`src/rtl/jt1943_rom_pkg.sv`:
```
// rtl/jt1943_rom_pkg.sv - shared types and default ROM offsets for the ROM scheduler
package jt1943_rom_pkg;

  typedef enum logic [1:0] {
    ST_IDLE      = 2'd0,
    ST_WAIT_ACK  = 2'd1,
    ST_WAIT_DATA = 2'd2
  } state_t;

  typedef enum logic [1:0] {
    ID_CHAR = 2'd0,
    ID_SCR  = 2'd1,
    ID_OBJ  = 2'd2
  } req_id_t;

  localparam logic [21:0] DEF_CHAR_OFFSET = 22'h00000;
  localparam logic [21:0] DEF_SCR_OFFSET  = 22'h04000;
  localparam logic [21:0] DEF_OBJ_OFFSET  = 22'h14000;

  // SDRAM word address of a layer-local word; wraps modulo 2^22.
  function automatic logic [21:0] rom_addr(input logic [21:0] offset, input logic [15:0] addr);
    return offset + {6'd0, addr};
  endfunction

endpackage

```
`src/rtl/jt1943_rom_slot.sv`:
```
// rtl/jt1943_rom_slot.sv - one-entry ROM word cache with tag compare
module jt1943_rom_slot #(
  parameter int AW = 14
) (
  input  logic          clk,
  input  logic          rst_n,
  input  logic          cs,
  input  logic [AW-1:0] addr,
  input  logic          wr,
  input  logic [AW-1:0] wr_tag,
  input  logic [15:0]   wr_data,
  output logic [15:0]   data,
  output logic          ok
);

  logic          valid;
  logic [AW-1:0] tag;

  always_ff @(posedge clk) begin
    if (!rst_n) begin
      valid <= 1'b0;
      tag   <= '0;
      data  <= '0;
    end else if (wr) begin
      valid <= 1'b1;
      tag   <= wr_tag;
      data  <= wr_data;
    end
  end

  assign ok = cs & valid & (tag == addr);

endmodule

```
`src/rtl/jt1943_rom_sched.sv`:
```
// rtl/jt1943_rom_sched.sv - arbitrates char/scroll/object ROM reads onto one SDRAM port
module jt1943_rom_sched import jt1943_rom_pkg::*; #(
  parameter logic [21:0] CHAR_OFFSET = DEF_CHAR_OFFSET,
  parameter logic [21:0] SCR_OFFSET  = DEF_SCR_OFFSET,
  parameter logic [21:0] OBJ_OFFSET  = DEF_OBJ_OFFSET
) (
  input  logic        clk,
  input  logic        rst_n,
  input  logic        char_cs,
  input  logic [13:0] char_addr,
  output logic [15:0] char_data,
  output logic        char_ok,
  input  logic        scr_cs,
  input  logic [14:0] scr_addr,
  output logic [15:0] scr_data,
  output logic        scr_ok,
  input  logic        obj_cs,
  input  logic [15:0] obj_addr,
  output logic [15:0] obj_data,
  output logic        obj_ok,
  output logic        sdram_req,
  output logic [21:0] sdram_addr,
  input  logic        sdram_ack,
  input  logic        data_rdy,
  input  logic [15:0] data_read
);

  state_t      state;
  req_id_t     cur_id;
  logic [15:0] lat_addr;
  logic        last_obj;

  logic        char_pend, scr_pend, obj_pend;
  logic        gnt_valid;
  req_id_t     gnt_id;
  logic [15:0] gnt_addr;
  logic [21:0] gnt_offset;
  logic        done;

  // Grants are only issued from IDLE, where nothing is in flight.
  assign char_pend = char_cs & ~char_ok;
  assign scr_pend  = scr_cs & ~scr_ok;
  assign obj_pend  = obj_cs & ~obj_ok;

  always_comb begin
    gnt_valid  = 1'b0;
    gnt_id     = ID_CHAR;
    gnt_addr   = 16'd0;
    gnt_offset = CHAR_OFFSET;
    if (char_pend) begin
      gnt_valid  = 1'b1;
      gnt_id     = ID_CHAR;
      gnt_addr   = {2'd0, char_addr};
      gnt_offset = CHAR_OFFSET;
    end else if (scr_pend && (!obj_pend || last_obj)) begin
      gnt_valid  = 1'b1;
      gnt_id     = ID_SCR;
      gnt_addr   = {1'b0, scr_addr};
      gnt_offset = SCR_OFFSET;
    end else if (obj_pend) begin
      gnt_valid  = 1'b1;
      gnt_id     = ID_OBJ;
      gnt_addr   = obj_addr;
      gnt_offset = OBJ_OFFSET;
    end
  end

  assign done = data_rdy && ((state == ST_WAIT_DATA) ||
                             (state == ST_WAIT_ACK && sdram_ack));

  always_ff @(posedge clk) begin
    if (!rst_n) begin
      state      <= ST_IDLE;
      cur_id     <= ID_CHAR;
      lat_addr   <= 16'd0;
      last_obj   <= 1'b1;
      sdram_req  <= 1'b0;
      sdram_addr <= 22'd0;
    end else begin
      case (state)
        ST_IDLE: begin
          if (gnt_valid) begin
            cur_id     <= gnt_id;
            lat_addr   <= gnt_addr;
            sdram_req  <= 1'b1;
            sdram_addr <= rom_addr(gnt_offset, gnt_addr);
            state      <= ST_WAIT_ACK;
            if (gnt_id == ID_SCR) last_obj <= 1'b0;
            if (gnt_id == ID_OBJ) last_obj <= 1'b1;
          end
        end
        ST_WAIT_ACK: begin
          if (sdram_ack) begin
            sdram_req <= 1'b0;
            state     <= data_rdy ? ST_IDLE : ST_WAIT_DATA;
          end
        end
        ST_WAIT_DATA: begin
          if (data_rdy) state <= ST_IDLE;
        end
        default: state <= ST_IDLE;
      endcase
    end
  end

  jt1943_rom_slot #(.AW(14)) u_char (
    .clk(clk), .rst_n(rst_n), .cs(char_cs), .addr(char_addr),
    .wr(done && cur_id == ID_CHAR), .wr_tag(lat_addr[13:0]), .wr_data(data_read),
    .data(char_data), .ok(char_ok)
  );

  jt1943_rom_slot #(.AW(15)) u_scr (
    .clk(clk), .rst_n(rst_n), .cs(scr_cs), .addr(scr_addr),
    .wr(done && cur_id == ID_SCR), .wr_tag(lat_addr[14:0]), .wr_data(data_read),
    .data(scr_data), .ok(scr_ok)
  );

  jt1943_rom_slot #(.AW(16)) u_obj (
    .clk(clk), .rst_n(rst_n), .cs(obj_cs), .addr(obj_addr),
    .wr(done && cur_id == ID_OBJ), .wr_tag(lat_addr), .wr_data(data_read),
    .data(obj_data), .ok(obj_ok)
  );

endmodule

```
`config.mk`:
```
export PLATFORM = sky130hd
export DESIGN_NAME = jt1943_rom_sched
export DESIGN_NICKNAME = d
export VERILOG_FILES = /design/src/rtl/jt1943_rom_pkg.sv /design/src/rtl/jt1943_rom_slot.sv /design/src/rtl/jt1943_rom_sched.sv
export SDC_FILE = /design/constraint.sdc
export NUM_CORES = 1
export LEC_CHECK = 0
export BUFFER_PORTS_ARGS = -buffer_cell sky130_fd_sc_hd__buf_4
export CAP_MARGIN = 20
export CORE_ASPECT_RATIO = 0.9
export CORE_MARGIN = 2
export CORE_UTILIZATION = 40
export CTS_BUF_LIST = sky130_fd_sc_hd__clkbuf_8
export DETAILED_ROUTE_END_ITERATION = 6
export PLACE_DENSITY = 0.73
export SYNTH_ARGS = -nofsm -noshare
export SYNTH_HDL_FRONTEND = slang
export SYNTH_SLANG_ARGS = --single-unit
```
`constraint.sdc`:
```
create_clock -name clk -period 6.1 [get_ports clk]
set_input_delay 0.915 -clock clk [delete_from_list [all_inputs] [get_ports clk]]
set_output_delay 0.915 -clock clk [all_outputs]
set_load 0.03 [all_outputs]
```
==> run metrics, run 1 <==
result of the run complete, no violations; DRT Pass-1 Iters 7; area delta synth->final 24.98%; async set or reset register ratio after synthesis 0; root buf cell clkbuf_8; IO Pins about 140; Syn Inst Count 630; Worst Hold Launch sdram_addr[17]; worst setup path class primary input to flop; cell count of the worst hold path 2; Starting Density 0.4059; number of global-route vias before repair 4702; Worst setup EP type flop; Core ar. 13260 sq um; RR Startpoint u_char.tag[2]; reg2reg setup slack 2.83 ns; final setup fails 0; chip width 126.3 um; DRT antenna net count 0; Num CTS Buffers 17; part of the Yosys area used for sequential elements 0.4536; Static Leak 2.627 nW; Fin. Hold Viols 0; Required @ worst endpoint 6.42 ns; FF-to-FF End sdram_addr[15]; RSZ-0062 raised after global routing false; Fin Hold WS 0.4598 ns; setup_tns 0 ns; average size of a mapped cell 8.546 sq um; Reg clk slew, reported paths 0.07 ns; Core Rows 40; Worst Clk Skew 0.007525 ns; drt wl/cell between 15 and 20 um; GP Congestion 0.8997; final wirelength 15.57 mm; Cell Area, Synth 5384 sq um; Max-Cap Viols 0; worst vdd ir around 0.17 mV; TritonCTS clock tree built; Pwr Density approximately 250 nW/um^2; ant diodes 0; grt ovf 0; fin nets slightly above 800; fmax 284.6 MHz; via count 4801; Critical Path AT 3.84 ns; cts hold-fix bufs 0; post-layout util 0.5074; Die Area 14400 sq um; Yosys reg bits 122; Via-to-Cell Ratio 5.241; library cells used by synthesis 38; initial antenna violation count 0; layout cells sized above 1 0.2380; first-pass GRT wire length 24.27 mm; initial DRC count 474; DRC 0; Max Slew Vio Count 0; cells on worst reg2reg path 11; HP Class flop to flop; CP startpoint kind primary input; hold path endpoint sdram_addr[17]; detailed placer's ending HPWL 10.62 mm; largest net degree at the start of global routing 124; post-CTS setup-driven buffer insertion count 0; clk sinks 122; Tot GR Track Use 0.2160; H-tree lvl count 4; Post-synth EDFFs 0; Ys Warns 0; latest clock arrival within the worst-skew pair roughly 0.43 ns; Top FF cell, synth dfxtp_1; CP Max Fanout 18; post-cts sizing count 0; Die H 114.1 um; Relative slew margins 0.3046; slew at the pin with the worst max-slew slack 1.043 ns; IO Port Bufs approximately 140; Clock Path Buffers 2; crit path time final 3.514 ns; Tcrit/Tclk final 0.5760
-- synth_stat cells (2+ instances only) --
library cell,number,area share
nand4_1,8,0.0093
buf_4,18,0.025
o21ai_1,2,0.0019
buf_2,2,0.0019
ha_1,3,0.0070
o21a_1,5,0.0070
o21ai_0,18,0.017
nor3_1,2,0.0019
xor2_1,17,0.028
a21boi_0,93,0.13
nor3b_1,3,0.0042
inv_1,6,0.0042
a21oi_1,18,0.017
dfxtp_1,122,0.45
xnor2_1,29,0.047
nor4_1,4,0.0046
buf_6,4,0.0084
nand3_1,2,0.0019
nor2_1,6,0.0042
mux2i_1,5,0.0093
clkbuf_1,35,0.024
a222oi_1,14,0.026
nor2b_1,6,0.0070
and2_1,2,0.0023
nand2_1,193,0.13
-- power breakdown --
part | internal (mW) | leakage [nW] | switching, mW | total [mW]
combinational | 0.0980 | 1.45 | 0.137 | 0.235
clock | 0.319 | 0.186 | 0.298 | 0.617
sequential | 0.821 | 0.989 | 0.0242 | 0.846
total | 1.24 | 2.63 | 0.459 | 1.70
-- worst max path at each step --
stage	startpoint	endpoint	slack (ns)	cells past startpoint
6_report	char_addr[5]	sdram_addr[15]	2.59	12
5_1_grt	char_addr[5]	sdram_addr[15]	2.34	12
4_1_cts	char_addr[2]	sdram_addr[15]	2.67	12
3_5_place_dp	char_addr[2]	sdram_addr[15]	2.21	12
3_3_place_gp	char_addr[2]	sdram_addr[15]	2.27	12
2_1_floorplan	scr_addr[10]	sdram_addr[15]	2.53	12
-- cell families (layout without fill, tap and decap cells) --
kind of cell | after synthesis | after routing | synth area share
simple gates | 235 | 235 | 0.1878
compound gates | 153 | 153 | 0.2029
flops | 122 | 122 | 0.4536
buf+inv | 65 | 180 | 0.06391
xor+xnor | 46 | 46 | 0.07483
mux | 5 | 5 | 0.009296
fa+ha+maj | 3 | 3 | 0.006973
other cells | 1 | 4 | 0.0006965
-- per-stage QoR --
step / instances / setup slack (ns) / instance area [sq um] / power, mW
global route: 916 / 2.341 / 6729 / 1.762
CTS: 914 / 2.669 / 6704 / 1.709
detailed placement: 886 / 2.209 / 6375 / 1.096
finish: 916 / 2.586 / 6729 / 1.698
global placement: 886 / 2.266 / 6375 / 1.091
floorplan: 633 / 2.528 / 5395 / 1.010
-- worst max-delay path, cell delays in order --
cell and delay [ns]:
buf_4 0.13, xor2_1 0.16, nor4_1 0.28, nand4_1 0.18, and2_1 0.45, nor3_4 0.81, a22oi_1 0.23, inv_1 0.10
ha_1 0.17, ha_1 0.23, mux2i_1 0.13, nor2b_1 0.06
-- layer usage --
layer / wire length (um) / part of all wire / up-vias / GRT usage
met3: 1152 / 0.074 / 17 / 0.06262
li1: - / - / 2309 / -
met2: 7408 / 0.48 / 198 / 0.3498
met1: 6770 / 0.43 / 2277 / 0.2766
met5: 0 / 0 / - / 0
met4: 242 / 0.016 / 0 / 0.07692
-- cells in the final DEF, fill, tap and decap left out, types with 2 or more instances in the layout --
cell        n
and2_1      2
a21boi_0   93
clkinv_2    3
buf_4     144
o21ai_0    18
nor2b_1     6
inv_1       9
nand3_1     2
dfxtp_1   122
conb_1      4
xnor2_1    29
ha_1        3
mux2i_1     5
o21ai_1     2
nor4_1      4
nand2_1   193
a21oi_1    18
nor2_1      6
xor2_1     17
nor3b_1     2
o21a_1      5
a222oi_1   14
nand4_1     8
clkbuf_8   23
-- registers in the layout (all words and copies together) (netlist names) --
| name | cells |
|---|---|
| lat_addr | 16 |
| u_char.data | 16 |
| u_obj.data | 16 |
| u_obj.tag | 16 |
| u_scr.data | 16 |
| u_scr.tag | 15 |
| u_char.tag | 14 |
| sdram_addr | 4 |
| cur_id | 2 |
| state | 2 |
| last_obj | 1 |
| sdram_req | 1 |
| u_char.valid | 1 |
| u_obj.valid | 1 |
| u_scr.valid | 1 |
-- area by class of cell --
type / instances / area (sq um)
well taps: 168 / 210.2
flip-flops and latches: 122 / 2442
inverters: 6 / 22.52
clock buffers: 22 / 302.8
clock inverters: 6 / 26.28
repair buffers: 146 / 1106
multi-input cells: 446 / 2619
fillers: 1224 / 6534
Power figures use the tool's default switching activity.
==> run 2: changes to the inputs <==
--- a/config.mk
+++ b/config.mk
@@ -5,6 +5,7 @@
 export SDC_FILE = /design/constraint.sdc
 export NUM_CORES = 1
 export LEC_CHECK = 0
+export ABC_AREA = 1
 export BUFFER_PORTS_ARGS = -buffer_cell sky130_fd_sc_hd__buf_4
 export CAP_MARGIN = 20
 export CORE_ASPECT_RATIO = 0.9
@@ -12,7 +13,7 @@
 export CORE_UTILIZATION = 40
 export CTS_BUF_LIST = sky130_fd_sc_hd__clkbuf_8
 export DETAILED_ROUTE_END_ITERATION = 6
-export PLACE_DENSITY = 0.73
+export PLACE_DENSITY = 0.75
 export SYNTH_ARGS = -nofsm -noshare
 export SYNTH_HDL_FRONTEND = slang
 export SYNTH_SLANG_ARGS = --single-unit
==> constraint.sdc (replaced) <==
create_clock -name clk -period 3.1 [get_ports clk]
set_input_delay 0.465 -clock clk [delete_from_list [all_inputs] [get_ports clk]]
set_output_delay 0.465 -clock clk [all_outputs]
set_load 0.03 [all_outputs]
==> run metrics, run 2 <==
failing checks DRC; Required @ worst endpoint 3.45 ns; fin nets 1049; worst setup path class flop to flop; proportion of synthesized area in mux cells 0; Core Rows 41; result of the run finished with violations; Pwr Density 529.4 nW/um^2; largest net degree at the start of global routing 58; Ys Warns 0; CP startpoint kind flop; final setup fails 0; GP Congestion 0.9384; Max-Cap Viols 0; Fillers around 1400; number of global-route vias before repair 5346; drt wl/cell 14.90 um; async set or reset register ratio after synthesis 0; Critical Path AT 2.81 ns; multi-input logic area about 2600 sq um; Relative slew margins 0.5176; Via-to-Cell Ratio 4.948; DRC 2; top-count cell post-synth nand2_1; Num CTS Buffers 17; Tcrit/Tclk final 0.7946; H-tree lvl count 4; TritonCTS clock tree built; library cells used by synthesis 32; Top FF cell, synth dfxtp_1; most common library cells after synthesis 160 x nand2_1, 122 x dfxtp_1, 114 x inv_1, 107 x nor2_1, 104 x a21oi_1; Worst Clk Skew roughly 0.0087 ns; Max Slew Vio Count 0; slew at the pin with the worst max-slew slack 0.7228 ns; Yosys reg bits 122; Synth Area in Simple Gates 0.2690; HP Class primary input to flop; top cell type's share of synthesized area 0.4165; fmax 405.9 MHz; IO Port Bufs 137; DRT antenna net count 0; CP Max Fanout 20; latest clock arrival within the worst-skew pair 0.46 ns; Reg clk slew, reported paths about 0.08 ns; commonest non-fill, non-tap cell in the layout nand2_1; grt ovf 0; first-pass GRT wire length 27.81 mm; Final WS setup about 0.64 ns; Clock Path Buffers 2; post-cts sizing count 0; DRT Pass-1 Iters 7; Fin. Hold Viols 0; via count a little under 6000; Setup WS pre-CTS 0.4409 ns; root buf cell clkbuf_8; Starting Density 0.4142; Die H 118.9 um; ant diodes 0; complex-gate fraction of the synthesized area 0.1590; Cell Area, Synth approximately 5900 sq um; setup_tns 0 ns; detailed placer's ending HPWL approximately 13 mm; Syn Inst Count roughly 870; Seq. cell area between 2000 and 2500 sq um; area delta synth->final 25.07%; Static Leak 3.280 nW; RSZ-0062 raised after global routing false; largest family of logic cells by synthesized area simple AND/OR/NAND/NOR gates; post-synth top area cell dfxtp_1; Die Area 15650 sq um; Tot GR Track Use 0.2248; XOR/XNOR Fraction of Synth Area 0.01195; clk sinks 122; Synth Area in Adders 0.006401; post-CTS setup-driven buffer insertion count 0; worst vdd ir 0.2794 mV; initial antenna violation count 0; layout cells sized above 1 0.2008; chip width 131.6 um; final wirelength between 15 and 20 mm; Synth area leaders dfxtp_1 42%, nand2_1 10%, a21oi_1 8.9%; post-layout util 0.5180; total power between 3 and 4 mW; IO Pins 142; initial DRC count 538; crit path time final 2.463 ns; most frequent cells in the layout 160 x nand2_1, 149 x buf_4, 122 x dfxtp_1; cts hold-fix bufs 0; Post-synth EDFFs 0; average size of a mapped cell 6.748 sq um; Worst setup EP type flop; part of the Yosys area used for sequential elements 0.4165; Core ar. 14160 sq um
## run 2: worst paths after layout
kind	depth (start not counted)	startpoint	end	slack, ns
worst max register to register	16	u_obj.tag[15]	sdram_addr[15]	0.64
worst min-delay path	2	data_rdy	state[1]	0.18
worst min register to register	2	u_obj.data[13]	u_obj.data[13]	0.45
worst max-delay path	16	u_obj.tag[15]	sdram_addr[15]	0.64
## run 2: worst max-delay path, stage by stage (launching register included)
cell and delay, ns:
dfxtp_1 0.34, inv_1 0.06, nand2_1 0.10, nand2_1 0.06
nor2_1 0.08, nand2_1 0.07, nor2_1 0.10, nand3_1 0.13
nand3_1 0.14, nand2_4 0.17, nor2_8 0.27, nand2_1 0.11
nand2_1 0.07, ha_1 0.18, ha_1 0.23, o21ai_0 0.16
nor2_1 0.06
## run 2: cells by family (layout without fill, tap and decap cells)
| kind of cell | Yosys count | count (layout) |
|---|---|---|
| AND/OR/NAND/NOR | 368 | 368 |
| AO/OA/AOI/OAI | 185 | 185 |
| buffers and inverters | 182 | 301 |
| flip-flops | 122 | 122 |
| XOR/XNOR | 8 | 8 |
| adder cells (fa/ha/maj) | 3 | 3 |
| other | 1 | 4 |
## run 2: stage by stage
stage / area (sq um) / hold slack, ns / instances
2_1_floorplan: 5876 / 0.4303 / 872
3_3_place_gp: 6893 / 0.4336 / 1152
3_5_place_dp: 6893 / 0.4383 / 1152
4_1_cts: 7335 / 0.1528 / 1184
5_1_grt: 7335 / 0.1572 / 1184
6_report: 7335 / 0.1778 / 1184
## run 2: layout make-up
cell class / instances / share of cell area
multi-input cells: 568 / 0.3596
well taps: 193 / 0.03292
repair buffers: 149 / 0.1525
flip-flops and latches: 122 / 0.3330
inverters: 120 / 0.06175
clock buffers: 18 / 0.03378
clock inverters: 14 / 0.02644
## run 2: layer usage
metal	vias up	GRT usage	wire (um)
met5	-	0	0
met4	0	0.09103	490
met3	33	0.07109	1448
met2	216	0.3367	7764
met1	2651	0.3003	7941
li1	2958	-	-
## run 2: power breakdown
part	switching, mW	leakage, nW	total (mW)	internal [mW]
Combinational	0.390	2.07	0.602	0.212
Sequential	0.0615	0.990	1.69	1.63
Clock	0.690	0.220	1.59	0.902
